File: src/rtl/fb_text_writer.sv
// fb_text_writer: cursor-tracking glyph writer that read-modify-writes a 16-bit frame buffer
// holding two glyphs per word. Define FB_CLEAR_EN to build in the full-screen clear engine.

module fb_text_writer #(
  parameter int                    ADDR_WIDTH  = 16,
  parameter logic [ADDR_WIDTH-1:0] FB_BASE     = 16'h3000,
  parameter int                    ROW_STRIDE  = 80,
  parameter int                    COLS        = 80,
  parameter int                    ROWS        = 60,
  parameter logic [7:0]            CLEAR_GLYPH = 8'h00
) (
  input  logic                  clk,
  input  logic                  reset,
  input  logic                  char_valid,
  input  logic [7:0]            char_data,
  output logic                  char_ready,
  input  logic                  clear_req,
  output logic [ADDR_WIDTH-1:0] mem_addr,
  output logic [15:0]           mem_wdata,
  output logic                  mem_we,
  input  logic [15:0]           mem_rdata,
  output logic [6:0]            cursor_x,
  output logic [5:0]            cursor_y,
  output logic                  busy
);

  typedef enum logic [2:0] {
    IDLE  = 3'd0,
    RD    = 3'd1,
    MERGE = 3'd2,
    WR    = 3'd3
`ifdef FB_CLEAR_EN
    ,
    CLR   = 3'd4
`endif
  } state_t;

  localparam logic [6:0] LAST_X = 7'(COLS - 1);
  localparam logic [5:0] LAST_Y = 6'(ROWS - 1);

  localparam logic [7:0] CODE_BS = 8'h08;
  localparam logic [7:0] CODE_LF = 8'h0A;
  localparam logic [7:0] CODE_CR = 8'h0D;

  state_t                r_state;
  state_t                w_state_next;
  logic [6:0]            r_cursor_x;
  logic [5:0]            r_cursor_y;
  logic [7:0]            r_code;
  logic [ADDR_WIDTH-1:0] r_mem_addr;
  logic [15:0]           r_mem_wdata;
  logic                  r_mem_we;

  logic                  w_idle;
  logic                  w_accept;
  logic                  w_printable;
  logic                  w_clear_start;
  logic [5:0]            w_nl_y;
  logic [6:0]            w_adv_x;
  logic [5:0]            w_adv_y;
  logic [6:0]            w_bs_x;
  logic [5:0]            w_bs_y;

  // Frame-buffer word address of a glyph row and word column, wrapping at ADDR_WIDTH.
  function automatic logic [ADDR_WIDTH-1:0] word_addr(input logic [5:0] row,
                                                      input logic [5:0] wcol);
    logic [ADDR_WIDTH-1:0] w_row;
    logic [ADDR_WIDTH-1:0] w_col;
    w_row = ADDR_WIDTH'(row);
    w_col = ADDR_WIDTH'(wcol);
    return FB_BASE + ADDR_WIDTH'(ROW_STRIDE) * w_row + w_col;
  endfunction

  assign w_idle      = (r_state == IDLE);
  assign busy        = !w_idle;
  assign char_ready  = w_idle && !reset && !w_clear_start;
  assign w_accept    = char_valid && char_ready;
  assign w_printable = !(char_data inside {CODE_BS, CODE_LF, CODE_CR});

  // Cursor successors: line feed, printable advance and backspace all wrap without scrolling.
  assign w_nl_y  = (r_cursor_y == LAST_Y) ? 6'd0 : r_cursor_y + 6'd1;
  assign w_adv_x = (r_cursor_x == LAST_X) ? 7'd0 : r_cursor_x + 7'd1;
  assign w_adv_y = (r_cursor_x == LAST_X) ? w_nl_y : r_cursor_y;

  always_comb begin
    w_bs_x = r_cursor_x;
    w_bs_y = r_cursor_y;
    if (r_cursor_x != 7'd0) begin
      w_bs_x = r_cursor_x - 7'd1;
    end else if (r_cursor_y != 6'd0) begin
      w_bs_x = LAST_X;
      w_bs_y = r_cursor_y - 6'd1;
    end
  end

`ifdef FB_CLEAR_EN
  localparam logic [5:0] LAST_WCOL = 6'(COLS / 2 - 1);

  logic [5:0] r_clr_row;
  logic [5:0] r_clr_wcol;
  logic       w_clear_done;
  logic [5:0] w_clr_row_next;
  logic [5:0] w_clr_wcol_next;

  // Clear has priority over a character offered in the same cycle.
  assign w_clear_start   = w_idle && clear_req;
  assign w_clear_done    = (r_clr_row == LAST_Y) && (r_clr_wcol == LAST_WCOL);
  assign w_clr_wcol_next = (r_clr_wcol == LAST_WCOL) ? 6'd0 : r_clr_wcol + 6'd1;
  assign w_clr_row_next  = (r_clr_wcol == LAST_WCOL) ? r_clr_row + 6'd1 : r_clr_row;
`else
  logic w_unused_clear;

  assign w_clear_start  = 1'b0;
  assign w_unused_clear = clear_req ^ (^CLEAR_GLYPH);
`endif

  // NOTE: every variable driven here gets a default first, so no path can infer a latch.
  always_comb begin
    w_state_next = r_state;
    case (r_state)
      IDLE: begin
        if (w_accept && w_printable) w_state_next = RD;
`ifdef FB_CLEAR_EN
        if (w_clear_start) w_state_next = CLR;
`endif
      end
      RD:    w_state_next = MERGE;
      MERGE: w_state_next = WR;
      WR:    w_state_next = IDLE;
`ifdef FB_CLEAR_EN
      CLR:   if (w_clear_done) w_state_next = IDLE;
`endif
      default: w_state_next = IDLE;
    endcase
  end

  // NOTE: clocked state uses non-blocking assignments so every register samples pre-edge values.
  always_ff @(posedge clk) begin
    if (reset) r_state <= IDLE;
    else       r_state <= w_state_next;
  end

  always_ff @(posedge clk) begin
    if (reset) begin
      r_cursor_x  <= 7'd0;
      r_cursor_y  <= 6'd0;
      r_code      <= 8'h00;
      r_mem_addr  <= FB_BASE;
      r_mem_wdata <= 16'h0000;
      r_mem_we    <= 1'b0;
`ifdef FB_CLEAR_EN
      r_clr_row   <= 6'd0;
      r_clr_wcol  <= 6'd0;
`endif
    end else begin
      case (r_state)
        IDLE: begin
          if (w_accept) begin
            if (w_printable) begin
              r_code     <= char_data;
              r_mem_addr <= word_addr(r_cursor_y, r_cursor_x[6:1]);
            end else if (char_data == CODE_LF) begin
              r_cursor_x <= 7'd0;
              r_cursor_y <= w_nl_y;
            end else if (char_data == CODE_CR) begin
              r_cursor_x <= 7'd0;
            end else begin
              r_cursor_x <= w_bs_x;
              r_cursor_y <= w_bs_y;
            end
          end
`ifdef FB_CLEAR_EN
          if (w_clear_start) begin
            r_clr_row   <= 6'd0;
            r_clr_wcol  <= 6'd0;
            r_mem_addr  <= FB_BASE;
            r_mem_wdata <= {CLEAR_GLYPH, CLEAR_GLYPH};
            r_mem_we    <= 1'b1;
          end
`endif
        end
        MERGE: begin
          // Even column owns the high byte; the neighbour glyph is carried over untouched.
          r_mem_wdata <= r_cursor_x[0] ? {mem_rdata[15:8], r_code}
                                       : {r_code, mem_rdata[7:0]};
          r_mem_we    <= 1'b1;
        end
        WR: begin
          r_mem_we   <= 1'b0;
          r_cursor_x <= w_adv_x;
          r_cursor_y <= w_adv_y;
        end
`ifdef FB_CLEAR_EN
        CLR: begin
          if (w_clear_done) begin
            r_mem_we   <= 1'b0;
            r_cursor_x <= 7'd0;
            r_cursor_y <= 6'd0;
          end else begin
            r_clr_row  <= w_clr_row_next;
            r_clr_wcol <= w_clr_wcol_next;
            r_mem_addr <= word_addr(w_clr_row_next, w_clr_wcol_next);
          end
        end
`endif
        default: ;
      endcase
    end
  end

  assign mem_addr  = r_mem_addr;
  assign mem_wdata = r_mem_wdata;
  assign mem_we    = r_mem_we;
  assign cursor_x  = r_cursor_x;
  assign cursor_y  = r_cursor_y;

endmodule

File: config.mk
export PLATFORM = sky130hd
export DESIGN_NAME = fb_text_writer
export DESIGN_NICKNAME = d
export VERILOG_FILES = /design/src/rtl/fb_text_writer.sv
export SDC_FILE = /design/constraint.sdc
export NUM_CORES = 1
export LEC_CHECK = 0
export CAP_MARGIN = 20
export CORE_ASPECT_RATIO = 1.4
export CORE_MARGIN = 2
export CORE_UTILIZATION = 50
export CTS_CLUSTER_SIZE = 8
export DETAILED_ROUTE_END_ITERATION = 16
export PLACE_DENSITY = 0.92
export SYNTH_ARGS = -nofsm -noshare
export SYNTH_HDL_FRONTEND = slang
export SYNTH_SLANG_ARGS = --single-unit
export TNS_END_PERCENT = 10
File: constraint.sdc
create_clock -name clk -period 2.8 [get_ports clk]
set_clock_uncertainty 0.05 [all_clocks]
set_input_delay 0.28 -clock clk [delete_from_list [all_inputs] [get_ports clk]]
set_output_delay 0.28 -clock clk [all_outputs]
set_load 0.01 [all_outputs]
==> results of run 1 <==
## power by group through the flow
stage / clock (mW) / sequential [mW] / combinational (mW)
after global placement: 0 / 1.21 / 2.61
after floorplan: 0 / 1.27 / 1.85
final: 0.468 / 1.21 / 2.76
after global routing: 0.506 / 1.24 / 3.05
after detailed placement: 0 / 1.22 / 2.70
after CTS: 0.471 / 1.21 / 2.75
## worst reg2reg max path: cells and delay by family (launching register included)
family / cells / cell delay, ns
compound gates: 3 / 0.78
fa+ha+maj: 1 / 0.23
flops: 1 / 0.48
simple gates: 3 / 0.90
## per-layer routing
layer | up-vias | routed length (um)
met1 | 1453 | 3320
met5 | - | 0
met4 | 0 | 179
li1 | 1511 | -
met2 | 88 | 4380
met3 | 15 | 310
## sequential cells by signal, indices dropped and copies added, names as in the netlist
signal     count
mem_wdata     16
mem_addr      15
r_code         8
cursor_x       7
cursor_y       6
r_state        2
mem_we         1
## area by class of cell
type | count | share of cell area
Multi-Input combinational cell | 292 | 0.472
Sequential cell | 55 | 0.269
Clock buffer | 5 | 0.0168
Tap cell | 72 | 0.0220
Inverter | 16 | 0.0147
Timing Repair Buffer | 85 | 0.199
Clock inverter | 3 | 0.00611
## synthesized netlist by cell type, drive strengths merged (4+ instances only)
library cell / n
xnor2: 9
o21ai: 15
or3: 7
mux2i: 16
dfxtp: 55
xor2: 4
nor2: 37
ha: 19
nor2b: 4
inv: 16
clkbuf: 17
buf: 12
a211oi: 24
nand3: 6
and3: 4
a21oi: 33
nor3: 9
nand2: 53
a31oi: 4
## how the worst max path moves through the flow
stage | end | startpoint | slack (ns)
4_1_cts | cursor_y[0] | cursor_x[0] | 0.32
3_5_place_dp | cursor_x[3] | char_data[4] | 0.09
5_1_grt | cursor_y[0] | cursor_x[0] | 0.11
2_1_floorplan | cursor_y[1] | cursor_x[0] | 0.16
3_3_place_gp | cursor_y[2] | char_data[4] | 0.24
6_report | cursor_y[0] | cursor_x[0] | 0.30
## cell families after synthesis
group | after synthesis | share of synthesized area
buffers and inverters | 45 | 0.0619
AO/OA/AOI/OAI | 102 | 0.215
XOR/XNOR | 13 | 0.0352
adder cells (fa/ha/maj) | 21 | 0.0859
AND/OR/NAND/NOR | 139 | 0.210
multiplexers | 16 | 0.0495
other | 1 | 0.00116
flip-flops | 55 | 0.340
## metrics by stage
step / instances / hold WS, ns
final: 528 / 0.406
after global routing: 528 / 0.421
after CTS: 528 / 0.411
after detailed placement: 520 / 0.398
after global placement: 520 / 0.392
after floorplan: 392 / 0.366
==> flow_metrics.env, run 1 <==
export IMPL_run_status="completed"
export IMPL_critPathCaptureType="register"
export IMPL_ff2ff_path_depth=7
export IMPL_utilization=0.655
export IMPL_first_global_vias=2962
export IMPL_p_leak_nw=1.49
export IMPL_met2_usage=0.432
export IMPL_setup_viol=0
export IMPL_avgSynthCellArea_um2=8.25
export IMPL_syn_inst=392
export IMPL_grt_usage=0.234
export IMPL_drc=0
export IMPL_antenna_found_initial=0
export IMPL_viasPerCell=5.81
export IMPL_clockPowerShare=0.105
export IMPL_hpwlAfterDp_um=5860
export IMPL_internal_power_mw=2.48
export IMPL_path_max_fanout=12
export IMPL_place_area_mm2=0.00400
export IMPL_multiInputGateArea_mm2=0.00193
export IMPL_power_density_mw_per_mm2=1080
export IMPL_die_h_um=99.2
export IMPL_nFillCells=476
export IMPL_portBuffers=73
export IMPL_cts_resized_gates=0
export IMPL_synth_area_leaders="dfxtp_1, ha_1, nand2_1"
export IMPL_detail_route_antenna_nets=0
export IMPL_combPwrFrac=0.622
export IMPL_stdcell_area_mm2=0.00409
export IMPL_final_layout_size_suffix_gt1_frac=0.0680
export IMPL_grt_busiest_layer="met2"
export IMPL_mostFrequentLayoutCell="clkdlybuf4s50_1"
export IMPL_yosys_area_top_type="dfxtp_1"
export IMPL_vias=3067
export IMPL_pre_cts_ws_ns=0.0947
export IMPL_slew_violations=0
export IMPL_core_rowCount=34
export IMPL_grt_max_degree=53
export IMPL_synth_net_count=441
export IMPL_cts_sinks=55
export IMPL_ir_drop_mv=0.617
export IMPL_routed_wl_um=8200
export IMPL_n_antenna_cell=0
export IMPL_drt_initial_drc_count=168
export IMPL_synth_edf_count=0
export IMPL_seqPwrFrac=0.273
export IMPL_met1_usage=0.269
export IMPL_worst_slew_margin_rel=0.402
export IMPL_post_route_period_util=0.892
export IMPL_timing_final_ws_setup_ns=0.303
export IMPL_start_util=0.517
export IMPL_cpMaxStageDelayCell="dfxtp_1"
export IMPL_cp_cell_sequence="ha_1 -> nand3_2 -> o41ai_4 -> a21boi_2 -> nand4b_2 -> or3_1 -> a21oi_1"
export IMPL_clk_pin_slew_ns=0.10
export IMPL_root_buffer="clkbuf_8"
export IMPL_synthesis_area_mm2=0.00323
export IMPL_max_freq_mhz=400
export IMPL_cts_buffers=5
export IMPL_fp_dieW_um=72.0
export IMPL_grt_first_pass_wirelength_um=13600
export IMPL_crit_buf_inv=0
export IMPL_ys_ff_latch=55
export IMPL_final_nets=504
export IMPL_final_cell_mix="clkdlybuf4s50_1, dfxtp_1, nand2_1"
export IMPL_grt_use_met3=0.0284
export IMPL_fp_dieArea_mm2=0.00714
export IMPL_synth_top_area_share=0.340
export IMPL_switching_share=0.441
export IMPL_hold_start="mem_addr[0]"
export IMPL_htree_levels=2
export IMPL_ff_latch_area_mm2=0.00110
export IMPL_path_class="register to register"
export IMPL_hold_depth=2
export IMPL_rr_endpoint="cursor_y[0]"
export IMPL_wl_per_cell_um=15.5
export IMPL_synth_seq_area_share=0.340
export IMPL_required_ns=3.00
export IMPL_cp_slowest_stage_delay_ns=0.48
export IMPL_cts_setup_buffers=0
export IMPL_timing_rr_start="cursor_x[0]"
export IMPL_synthArstFlopShare=0
export IMPL_hold_violations=0
export IMPL_critPathTopFamily="simple AND/OR/NAND/NOR gates"
export IMPL_clk_path_buf_depth=2
export IMPL_area_delta_synth_final_pct=26.6
export IMPL_path_depth=7
export IMPL_worstSkewPairLatency_ns=0.32
export IMPL_tns_ns=0
export IMPL_holdPathEnd="mem_addr[0]"
export IMPL_tightestPinTransition_ns=0.897
export IMPL_gp_congestion=0.889
export IMPL_power_mw=4.44
export IMPL_synthFlopType="dfxtp_1"
export IMPL_hp_class="register to register"
export IMPL_yosys_warnings=0
export IMPL_cts_hold_buf=0
export IMPL_crit_path_start_kind="register"
export IMPL_rsz0062_at_grt="no"
export IMPL_coreArea_mm2=0.00625
export IMPL_synth_cell_type_count=57
export IMPL_r2r_setup_slack_ns=0.30
export IMPL_dr_pass1_iters=4
export IMPL_cap_violations=0
export IMPL_min_period_ns=2.50
export IMPL_switchingPower_mw=1.96
export IMPL_tritoncts="built"
export IMPL_overflow=0
export IMPL_io_pins=76
export IMPL_cp_data_arrival_time_ns=2.69
Power figures use the tool's default switching activity.
==> run 2: changes to the inputs <==
Settings changed: SETUP_SLACK_MARGIN set to 0.05.
==> results of run 2 <==
The final DEF is identical to that of run 1; final timing and power are the same.
